==> src/rtl/hamming_secded_rx_ctrl.sv <==
// SECDED(8,4) receive controller: two-stage valid/ready pipeline around a
// single-error corrector, with saturating statistics and optional halt on DED.

module hamming_secded_corrector (
    input  logic [7:0] cw,
    input  logic [2:0] syn,
    input  logic       ov,
    output logic [7:0] cw_fix,
    output logic [3:0] data
);
    // Position 1 lives in cw[2], position 2 in cw[1]; syn=0 with ov=1 is the p0 bit.
    always_comb begin
        cw_fix = cw;
        if (ov) begin
            case (syn)
                3'd0:    cw_fix[0]   = ~cw[0];
                3'd1:    cw_fix[2]   = ~cw[2];
                3'd2:    cw_fix[1]   = ~cw[1];
                default: cw_fix[syn] = ~cw[syn];
            endcase
        end
        data = {cw_fix[7], cw_fix[6], cw_fix[5], cw_fix[3]};
    end
endmodule

module hamming_secded_rx_ctrl #(
    parameter int unsigned CNT_W       = 16,
    parameter int unsigned HALT_ON_DED = 1
) (
    input  logic             clk,
    input  logic             rst,
    input  logic             in_valid,
    output logic             in_ready,
    input  logic [7:0]       in_cw,
    output logic             out_valid,
    input  logic             out_ready,
    output logic [3:0]       out_data,
    output logic [7:0]       out_cw,
    output logic [2:0]       out_syn,
    output logic [1:0]       out_status,
    input  logic             clr,
    output logic             halted,
    output logic             sticky_ded,
    output logic [CNT_W-1:0] cnt_ok,
    output logic [CNT_W-1:0] cnt_cor,
    output logic [CNT_W-1:0] cnt_ded
);
    typedef enum logic {RUN, HALT} state_t;
    typedef enum logic [1:0] {ST_CLEAN = 2'b00, ST_COR = 2'b01, ST_DED = 2'b10} status_t;

    state_t          state_q, state_d;
    logic            s1_valid_q, s1_valid_d;
    logic [7:0]      s1_cw_q, s1_cw_d;
    logic            out_valid_q, out_valid_d;
    logic [3:0]      out_data_q, out_data_d;
    logic [7:0]      out_cw_q, out_cw_d;
    logic [2:0]      out_syn_q, out_syn_d;
    status_t         out_status_q, out_status_d;
    logic            sticky_q, sticky_d;
    logic [CNT_W-1:0] cnt_ok_q, cnt_ok_d, cnt_cor_q, cnt_cor_d, cnt_ded_q, cnt_ded_d;

    logic       run, s2_load, in_fire, out_fire, ov;
    logic [2:0] syn;
    logic [7:0] cw_fix;
    logic [3:0] data_fix;
    status_t    status;

    assign syn[0] = s1_cw_q[2] ^ s1_cw_q[3] ^ s1_cw_q[5] ^ s1_cw_q[7];
    assign syn[1] = s1_cw_q[1] ^ s1_cw_q[3] ^ s1_cw_q[6] ^ s1_cw_q[7];
    assign syn[2] = s1_cw_q[4] ^ s1_cw_q[5] ^ s1_cw_q[6] ^ s1_cw_q[7];
    assign ov     = ^s1_cw_q;

    hamming_secded_corrector u_corr (
        .cw     (s1_cw_q),
        .syn    (syn),
        .ov     (ov),
        .cw_fix (cw_fix),
        .data   (data_fix)
    );

    always_comb begin
        if (ov)             status = ST_COR;
        else if (syn != '0) status = ST_DED;
        else                status = ST_CLEAN;
    end

    always_comb begin
        run      = (state_q == RUN);
        halted   = (state_q == HALT);
        s2_load  = s1_valid_q & (~out_valid_q | out_ready) & run;
        in_ready = run & (~s1_valid_q | s2_load);
        in_fire  = in_valid & in_ready;
        out_fire = out_valid_q & out_ready;
    end

    always_ff @(posedge clk or posedge rst) begin
        if (rst) state_q <= RUN;
        else     state_q <= state_d;
    end

    always_comb begin
        state_d = state_q;
        case (state_q)
            RUN:  if ((HALT_ON_DED != 0) && s2_load && status == ST_DED) state_d = HALT;
            HALT: if (clr) state_d = RUN;
            default: state_d = RUN;
        endcase
    end

    always_comb begin
        s1_valid_d   = s1_valid_q;
        s1_cw_d      = s1_cw_q;
        out_valid_d  = out_valid_q;
        out_data_d   = out_data_q;
        out_cw_d     = out_cw_q;
        out_syn_d    = out_syn_q;
        out_status_d = out_status_q;
        sticky_d     = sticky_q;
        cnt_ok_d     = cnt_ok_q;
        cnt_cor_d    = cnt_cor_q;
        cnt_ded_d    = cnt_ded_q;

        if (in_fire) begin
            s1_valid_d = 1'b1;
            s1_cw_d    = in_cw;
        end else if (s2_load) begin
            s1_valid_d = 1'b0;
        end

        if (s2_load) begin
            out_valid_d  = 1'b1;
            out_data_d   = data_fix;
            out_cw_d     = (status == ST_DED) ? s1_cw_q : cw_fix;
            out_syn_d    = syn;
            out_status_d = status;
        end else if (out_fire) begin
            out_valid_d = 1'b0;
        end

        // clr outranks a coincident handshake, so it is applied last.
        if (out_fire) begin
            case (out_status_q)
                ST_CLEAN: if (cnt_ok_q  != '1) cnt_ok_d  = cnt_ok_q  + 1'b1;
                ST_COR:   if (cnt_cor_q != '1) cnt_cor_d = cnt_cor_q + 1'b1;
                ST_DED: begin
                    if (cnt_ded_q != '1) cnt_ded_d = cnt_ded_q + 1'b1;
                    sticky_d = 1'b1;
                end
                default: ;
            endcase
        end
        if (clr) begin
            cnt_ok_d  = '0;
            cnt_cor_d = '0;
            cnt_ded_d = '0;
            sticky_d  = 1'b0;
        end
    end

    always_ff @(posedge clk or posedge rst) begin
        if (rst) begin
            s1_valid_q   <= 1'b0;
            s1_cw_q      <= '0;
            out_valid_q  <= 1'b0;
            out_data_q   <= '0;
            out_cw_q     <= '0;
            out_syn_q    <= '0;
            out_status_q <= ST_CLEAN;
            sticky_q     <= 1'b0;
            cnt_ok_q     <= '0;
            cnt_cor_q    <= '0;
            cnt_ded_q    <= '0;
        end else begin
            s1_valid_q   <= s1_valid_d;
            s1_cw_q      <= s1_cw_d;
            out_valid_q  <= out_valid_d;
            out_data_q   <= out_data_d;
            out_cw_q     <= out_cw_d;
            out_syn_q    <= out_syn_d;
            out_status_q <= out_status_d;
            sticky_q     <= sticky_d;
            cnt_ok_q     <= cnt_ok_d;
            cnt_cor_q    <= cnt_cor_d;
            cnt_ded_q    <= cnt_ded_d;
        end
    end

    assign out_valid  = out_valid_q;
    assign out_data   = out_data_q;
    assign out_cw     = out_cw_q;
    assign out_syn    = out_syn_q;
    assign out_status = out_status_q;
    assign sticky_ded = sticky_q;
    assign cnt_ok     = cnt_ok_q;
    assign cnt_cor    = cnt_cor_q;
    assign cnt_ded    = cnt_ded_q;
endmodule

==> config.mk <==
export PLATFORM = sky130hd
export DESIGN_NAME = hamming_secded_rx_ctrl
export DESIGN_NICKNAME = d
export VERILOG_FILES = /design/src/rtl/hamming_secded_rx_ctrl.sv
export SDC_FILE = /design/constraint.sdc
export NUM_CORES = 1
export LEC_CHECK = 0
export CORE_MARGIN = 2
export CORE_UTILIZATION = 50
export DETAILED_ROUTE_END_ITERATION = 16
export GPL_TIMING_DRIVEN = 0
export PLACE_DENSITY = 0.78
export SYNTH_ARGS = -nofsm -noshare
export SYNTH_HDL_FRONTEND = slang
export SYNTH_SLANG_ARGS = --single-unit
==> constraint.sdc <==
create_clock -name clk -period 4.6 [get_ports clk]
set_input_delay 0.46 -clock clk [delete_from_list [all_inputs] [get_ports clk]]
set_output_delay 0.46 -clock clk [all_outputs]
set_load 0.01 [all_outputs]
==> results.tsv <==
stage	metric	value	unit
finish	post-route-util	0.6622	
finish	drive_gt1_frac	0.1181	
timing	hold_slack	390.9	ps
yosys	avgSynthCellArea	9.752	um^2
worst_setup_path	r2r_slack	2450	ps
yosys	synth_top_area_frac	0.4436	
global_routing	grt_pass1_wl	15880	um
clock_network	clkTransAtPathRegs	70	ps
floorplanning	fp.dieH	95.37	um
route	first_pass_iters	4	
floorplanning	dieArea	9094	um^2
timing	rsz0062_at_grt	no	
global_routing	grt_max_degree	57	
finish	fillerInstances	674	
worst_setup_path	crit_required	4140	ps
power_and_ir_drop	powerDensity	569.3	nW/um^2
status	status	finished, final reports clean	
clock_network	cts_root_buf	clkbuf_8	
clock_network	cts_tree	built	
power_and_ir_drop	finalPower	0.003067	W
yosys	yosysTopAreaCell	dfrtp_1	
finish	n_antenna_cell	0	
route	vias	3576	
floorplanning	start_util	0.5132	
job	drv_cap	0	
yosys	synth-compound-area-share	0.09892	
worst_setup_path	crit_path_top_delay_cell	clkdlybuf4s50_1	
clock_network	cts_max_path_buffers	2	
route	drc_errors	0	
yosys	synthSimpleGateAreaFrac	0.2470	
global_routing	grt_pass1_vias	3383	
finish	mostFrequentLayoutCell	clkdlybuf4s50_1	
timing	finalCritPeriodShare	0.5974	
floorplanning	core_area	8134	um^2
worst_setup_path	worstSetupPathType	primary input to output port	
route	ant_nets	0	
yosys	ys_ff_latch	74	
global_routing	grt_overflow	0	
floorplanning	die_w	95.37	um
clock_network	clock_sinks	74	
yosys	ys_seq_area_frac	0.4436	
clock_network	cts_setup_buffers	0	
finish	syn2layout_area_growth	29.05	%
timing	hold_violations	0	
worst_setup_path	cp_common_cell	clkdlybuf4s50_1	
power_and_ir_drop	leakage	2.123	nW
worst_setup_path	start_kind	primary input	
finish	layout_common_cells	clkdlybuf4s50_1, dfrtp_1, nor2_1	
worst_setup_path	cp_max_fo	6	
yosys	yosys.cell_types.count	63	
timing	fin_skew	6.909	ps
yosys	synth_cells	428	
floorplanning	io_pins	82	
clock_network	h-tree-depth	3	
yosys	synth-xor-area-share	0.1190	
finish	instances_no_fill	630	
yosys	yosysWarningCount	0	
yosys	synth.area.mux_share	0.03927	
clock_network	cts_resized	0	
worst_setup_path	arrival	2290	ps
timing	worstMarginPinSlew	681.1	ps
yosys	syn_area	4174	um^2
timing	tns	0	ps
place	placed_cells	615	
timing	timing.fmax	363.9	MHz
timing	slew_viol_final	0	
worst_setup_path	rr_startpoint	s1_cw_q[1]	
worst_setup_path	reg2reg_to	out_cw[7]	
timing	max_slew_margin	0.5427	
yosys	ys.flop_type	dfrtp_1	
yosys	synth.area.top_cells	dfrtp_1, xnor2_1, nor2_1	
route	vias_per_cell	5.676	
yosys	synth_fa_ha_area_frac	0.008993	
min_path	hold_path.class	primary input to async pin	
clock_network	cts_inserted_buffers	9	
route	wirelength	9625	um
place	gp_congestion	0.8726	
clock_network	clk_latency	360	ps
worst_setup_path	slowest_delay	580	ps
timing	setup_viol	0	
worst_setup_path	crit_start	out_ready	
place	portBuffers	81	
timing	min_period	2748	ps
worst_setup_path	timing.critical_path.cells	clkdlybuf4s50_1 > nand2b_1 > nand3_1 > a21oi_1 > clkdlybuf4s50_1	
yosys	synth_edf_count	0	
floorplanning	num_rows	33	
power_and_ir_drop	irDropWorstVdd	0.6866	mV
global_routing	antenna_found_initial	0	
clock_network	postCtsHoldBufs	0	
global_routing	track_usage	0.2242	
finish	layout.nets	537	
yosys	async_flop_share	1.000	
worst_setup_path	cp-end-kind	output port	
place	dp_hpwl	6888	um
route	avgRoutedWirePerCell	15.28	um
yosys	synth_nets	444	
worst_setup_path	r2r_cells	6	
yosys	synth_top_family_by_area	simple AND/OR/NAND/NOR gates	
worst_setup_path	crit_end	in_ready	
route	initialDrtViolationCount	153	
through the flow:
step / setup slack [ps] / cell area (um^2)
3_5_place_dp: 1886 / 5146
6_report: 1852 / 5386
4_1_cts: 1861 / 5386
3_3_place_gp: 1027 / 5116
2_1_floorplan: 2258 / 4174
5_1_grt: 1763 / 5386
state kept, by name, indices dropped and copies added, names as in the netlist, 2 cells and up:
signal      count
out_cw          5
cnt_cor        16
s1_cw_q         8
cnt_ded        16
out_status      2
out_data        4
cnt_ok         16
out_syn         3
where the power goes:
part / switching (W) / internal (W) / total (W)
sequential: 0.000102 / 0.000774 / 0.000876
clock: 0.000240 / 0.000371 / 0.000611
combinational: 0.000865 / 0.000714 / 0.00158
cell type report:
cell class              instances  area [um^2]  area share
inverters                      11        43.79    0.008130
clock inverters                 5        102.6     0.01905
plain buffers                  22        138.9     0.02578
repair buffers                 82        838.3      0.1556
multi-input cells             321         2142      0.3977
well taps                     105        131.4     0.02439
flip-flops and latches         74         1852      0.3438
clock buffers                  10        137.6     0.02555
routing by layer:
metal / wire [um] / vias up / track usage
li1: - / 1715 / -
met5: 0 / - / 0
met4: 249 / 0 / 0.1002
met1: 4050 / 1716 / 0.2703
met2: 4804 / 118 / 0.3908
met3: 519 / 27 / 0.03953
how the worst min path moves through the flow:
stage | cells after the start | startpoint | end | slack [ps]
after floorplan | 1 | s1_valid_q | s1_valid_q | 490
after global placement | 2 | out_syn[0] | out_syn[0] | 470
after detailed placement | 2 | out_syn[0] | out_syn[0] | 470
after CTS | 2 | rst | s1_cw_q[2] | 400
after global routing | 2 | rst | cnt_ok[4] | 430
final | 2 | rst | cnt_ok[4] | 390
worst max-delay path: cells and delay by family:
family	cells	cell delay [ps]
buffers and inverters	2	1110
AND/OR/NAND/NOR	2	410
AO/OA/AOI/OAI	1	310
synthesized netlist by cell type, drive strengths merged, types with 5 or more instances:
library cell   n
a211oi         5
a21oi         12
and3           5
and4           5
buf           16
clkbuf         6
dfrtp         74
inv           11
mux2          11
nand2         32
nand3         19
nand4         15
nor2          55
nor3          18
nor4           9
o21ai         16
or3            8
xnor2         35
xor2          14
cells by family after synthesis:
kind of cell             Yosys count
buffers and inverters             33
flip-flops                        74
multiplexers                      15
adder cells (fa/ha/maj)            3
AO/OA/AOI/OAI                     59
AND/OR/NAND/NOR                  195
XOR/XNOR                          49
Note: power is estimated with default switching activity, not from simulation.
